File: config.mk
export PLATFORM = sky130hd
export DESIGN_NAME = multdiv_sequencer
export DESIGN_NICKNAME = d
export VERILOG_FILES = /design/src/rtl/multdiv_sequencer.sv
export SDC_FILE = /design/constraint.sdc
export NUM_CORES = 1
export LEC_CHECK = 0
export CAP_MARGIN = 20
export CORE_MARGIN = 5
export CORE_UTILIZATION = 40
export CTS_BUF_LIST = sky130_fd_sc_hd__clkbuf_16
export CTS_CLUSTER_DIAMETER = 150
export DETAILED_ROUTE_END_ITERATION = 7
export PLACE_DENSITY_LB_ADDON = 0.25
export SKIP_CTS_REPAIR_TIMING = 1
export SLEW_MARGIN = 20
export SYNTH_ARGS = -nofsm -noshare
export SYNTH_HDL_FRONTEND = slang
export SYNTH_SLANG_ARGS = --single-unit
File: constraint.sdc
create_clock -name clock -period 2.47 [get_ports clock]
set_clock_uncertainty 0.2 [all_clocks]
set_input_delay 0.3705 -clock clock [delete_from_list [all_inputs] [get_ports clock]]
set_output_delay 0.3705 -clock clock [all_outputs]
set_load 0.1 [all_outputs]
File: src/rtl/multdiv_sequencer.sv
// Control FSM that issues mul/div to the shared multi-cycle unit, stalls decode and arbitrates one write-back.
// Optional watchdog: define MULTDIV_WATCHDOG_EN to convert a BUSY timeout into an rstatus exception.
module multdiv_sequencer #(
    parameter int RSTATUS_REG    = 30,
    parameter int MUL_EXC_CODE   = 4,
    parameter int DIV_EXC_CODE   = 5,
    parameter int TIMEOUT_CYCLES = 40,
    parameter int CNT_W          = 6
) (
    input  logic        clock,
    input  logic        reset,
    input  logic        issue_valid,
    input  logic [4:0]  issue_opcode,
    input  logic [4:0]  issue_aluop,
    input  logic [4:0]  issue_rd,
    output logic        md_ctrl_mult,
    output logic        md_ctrl_div,
    input  logic [31:0] md_result,
    input  logic        md_exception,
    input  logic        md_resultRDY,
    output logic        stall,
    output logic        wb_valid,
    input  logic        wb_ready,
    output logic [4:0]  wb_reg,
    output logic [31:0] wb_data,
    output logic        md_busy
);

    localparam logic [4:0]       RSTATUS_IDX = 5'(RSTATUS_REG);
    localparam logic [31:0]      MUL_CODE    = 32'(MUL_EXC_CODE);
    localparam logic [31:0]      DIV_CODE    = 32'(DIV_EXC_CODE);
    localparam logic [CNT_W-1:0] CNT_MAX     = '1;

    if ((2 ** CNT_W) <= TIMEOUT_CYCLES) begin : g_cnt_w_check
        $error("CNT_W too narrow for TIMEOUT_CYCLES");
    end

    typedef enum logic [1:0] {S_IDLE, S_START, S_BUSY, S_WB} state_t;

    state_t           state, state_nx;
    logic             kind_div;
    logic [4:0]       rd_q;
    logic [CNT_W-1:0] cnt;
    logic             is_md;
    logic             timeout;
    logic             finish;

    assign is_md = issue_valid && (issue_opcode == 5'd0) &&
                   ((issue_aluop == 5'd6) || (issue_aluop == 5'd7));

`ifdef MULTDIV_WATCHDOG_EN
    // Counter holds (BUSY cycles - 1), so this fires on the last allowed BUSY cycle.
    assign timeout = (state == S_BUSY) && !md_resultRDY &&
                     (cnt == CNT_W'(TIMEOUT_CYCLES - 1));
`else
    assign timeout = 1'b0;
`endif

    assign finish = (state == S_BUSY) && (md_resultRDY || timeout);

    always_ff @(posedge clock) begin
        if (!reset) begin
            state <= S_IDLE;
        end else begin
            state <= state_nx;
        end
    end

    always_comb begin
        state_nx = state;
        case (state)
            S_IDLE:  if (is_md) state_nx = S_START;
            S_START: state_nx = S_BUSY;
            S_BUSY: begin
                if (md_resultRDY) begin
                    // A clean result aimed at $r0 is dropped without a write-back.
                    state_nx = (md_exception || (rd_q != 5'd0)) ? S_WB : S_IDLE;
                end else if (timeout) begin
                    state_nx = S_WB;
                end
            end
            S_WB:    if (wb_ready) state_nx = S_IDLE;
            default: state_nx = S_IDLE;
        endcase
    end

    always_comb begin
        wb_valid = (state == S_WB);
        md_busy  = (state != S_IDLE);
        stall    = (state != S_IDLE) || is_md;
    end

    always_ff @(posedge clock) begin
        if (!reset) begin
            kind_div     <= 1'b0;
            rd_q         <= 5'd0;
            cnt          <= '0;
            md_ctrl_mult <= 1'b0;
            md_ctrl_div  <= 1'b0;
            wb_reg       <= 5'd0;
            wb_data      <= 32'd0;
        end else begin
            md_ctrl_mult <= (state == S_IDLE) && is_md && !issue_aluop[0];
            md_ctrl_div  <= (state == S_IDLE) && is_md &&  issue_aluop[0];

            if ((state == S_IDLE) && is_md) begin
                kind_div <= issue_aluop[0];
                rd_q     <= issue_rd;
            end

            if (state == S_START) begin
                cnt <= '0;
            end else if ((state == S_BUSY) && (cnt != CNT_MAX)) begin
                cnt <= cnt + 1'b1;
            end

            if (finish) begin
                if (timeout || md_exception) begin
                    wb_reg  <= RSTATUS_IDX;
                    wb_data <= kind_div ? DIV_CODE : MUL_CODE;
                end else if (rd_q != 5'd0) begin
                    wb_reg  <= rd_q;
                    wb_data <= md_result;
                end
            end
        end
    end

endmodule

==> results by group <==
Placement
  – HPWL after DPL: 3.75 mm
  – Post-Place Cell Area: 2960 µm²
  – Placed cells: 372
  – Place WS: 0.0826 ns
  – Final RePlAce weighted congestion: 0.774
  – # port buffers: 94

Global routing
  – Largest net degree at the start of global routing: 46
  – Number of global-route vias before repair: 1,753
  – Initial antenna violation count: 0
  – Total gr overflow: 0
  – All-layer global routing usage: 14.7%
  – Global-route wire length before repair: 8.58 mm

Cells and area
  – Max reg flops: 32
  – Final Non-Filler Cells: 378
  – Layout cells sized above 1: 18.2%
  – P&R area growth vs syn: 45.3%
  – Final Util: 60.1%
  – Commonest non-fill, non-tap cell in the layout: nand2_1
  – Commonest non-fill, non-tap cells in the layout: nand2_1, clkdlybuf4s50_1, dfxtp_1, buf_4, mux2i_1
  – Nets: 362
  – Post-route cell area: 3090 µm²
  – FILL cells: 475
  – N_diodes: 0

STA
  – Hold WS: 0.254 ns
  – Fin. Hold Viols: 0
  – Setup TNS: 0 ns
  – FMAX: 442 MHz
  – Setup violators final: 0
  – Crit share post-route: 91.6%
  – Least-Margin Pin Slew: 1.00 ns
  – Final Max Slew Viols: 0
  – Minimum clock period: 2.26 ns
  – RSZ-0062 raised after global routing: false
  – Setup WS post-layout: 0.208 ns
  – Worst slew margin: 33.3%

Drt
  – DRC: 0
  – Vias post-DR: 1,827
  – Routed wire length: 5.25 mm
  – Post-DR vias/cell: 4.83
  – Post-DRT Antenna Nets: 0
  – Avg WL per Cell: 13.9 µm
  – Starting DRT DRC Count: 77
  – DR pass1 iterations: 4

Synth
  – Post-synth cell types: 26
  – Register area share after synthesis: 44.2%
  – Synth Flop Type: dfxtp_1
  – Synth async-reset ratio: 0%
  – Number of synthesized flops with an enable pin: 0
  – Post-synthesis cell area: 2130 µm²
  – Synth Net Count: 276
  – Synth Warn #: 0
  – Synth Register Bits: 47
  – Cells after Synth: 223
  – Mapped Avg Cell Area: 9.54 µm²

Critical path
  – Critical path type: in -> out
  – CP startpoint: issue_aluop[1]
  – Critical R2R Launch: rd_q[0]
  – Critical path arrival: 1.69 ns
  – CP required: 1.90 ns
  – Worst reg2reg path depth: 3
  – Worst R2R Setup Slack: 0.26 ns
  – Worst setup endpoint: stall
  – CP endpoint kind: output pin
  – CP Launch Type: input port
  – CP Max Fanout: 3
  – Worst R2R End: wb_data[3]

Clock tree
  – Worst-Skew Late Latency: 0.28 ns
  – TritonCTS buffer count: 5
  – H-tree depth: 2
  – Clock-pin slew on the worst setup and hold paths: 0.06 ns
  – CTS tree: done
  – Bufs on Longest Clock Path: 2
  – Clock Tree Root: clkbuf_16
  – Sink Count: 47

Floorplan
  – Die area: 6880 µm²
  – # IOs: 95
  – Site Rows: 26
  – Die H: 82.9 µm
  – Initial core utilization: 41.4%
  – Die width: 82.9 µm
  – Core ar.: 5140 µm²

Power
  – PwrDens: 490 nW/µm²
  – Power consumption: 1.52 mW
  – P_leak: 1.19 nW
  – VDD IR max: 0.375 mV

Status
  – Run status: completed

Run
  – Max-cap violations: 0

Hold path
  – Hold Crit Class: reg -> reg
## final cells by class
class / instances / area, µm² / share of cell area [%]
multi-input combinational: 154 / 1050 / 33.9
tap: 70 / 87.6 / 2.83
inverter: 3 / 11.3 / 0.364
clock buffer: 5 / 125 / 4.05
timing repair buffer: 98 / 873 / 28.3
clock inverter: 1 / 3.75 / 0.121
sequential: 47 / 941 / 30.4
## logic make-up after synthesis
| logic type | synth area share, % |
|---|---|
| compound gates | 3.71 |
| buf+inv | 6.53 |
| flops | 44.2 |
| mux | 20.8 |
| simple gates | 24.8 |
## how the worst min path moves through the flow
stage	startpoint	end	slack, ns	depth (start not counted)
3_3_place_gp	kind_div	kind_div	0.24	2
2_1_floorplan	kind_div	kind_div	0.23	2
4_1_cts	wb_data[20]	wb_data[20]	0.26	2
6_report	wb_reg[4]	wb_reg[4]	0.25	2
3_5_place_dp	wb_data[4]	wb_data[4]	0.25	2
5_1_grt	wb_reg[4]	wb_reg[4]	0.28	2
## worst max-delay path: stages
cell	delay (ns)
clkdlybuf4s50_1	0.44
nor4bb_1	0.43
nand3_1	0.13
nand2_1	0.13
buf_12	0.18
## cell usage after synthesis, types with 2 or more instances
cell type | n | area share [%]
nand2_1 | 55 | 9.7
dfxtp_1 | 47 | 44
mux2i_1 | 43 | 20
nand3b_1 | 31 | 11
clkbuf_1 | 15 | 2.6
o21ai_0 | 6 | 1.4
buf_12 | 3 | 2.8
inv_1 | 3 | 0.53
nor2b_1 | 2 | 0.59
nor4_1 | 2 | 0.59
## power breakdown
part	switching, mW	internal, mW	total [mW]
registers	0.000112	0.758	0.758
clock network	0.252	0.360	0.612
logic	0.0523	0.0928	0.145
## routing by layer
layer	track usage [%]	share of wire (%)
met5	0	0
met4	3.12	0.55
met3	5.45	7.2
met2	24.3	48
met1	18.4	45
(Power assumes the default switching activity.)
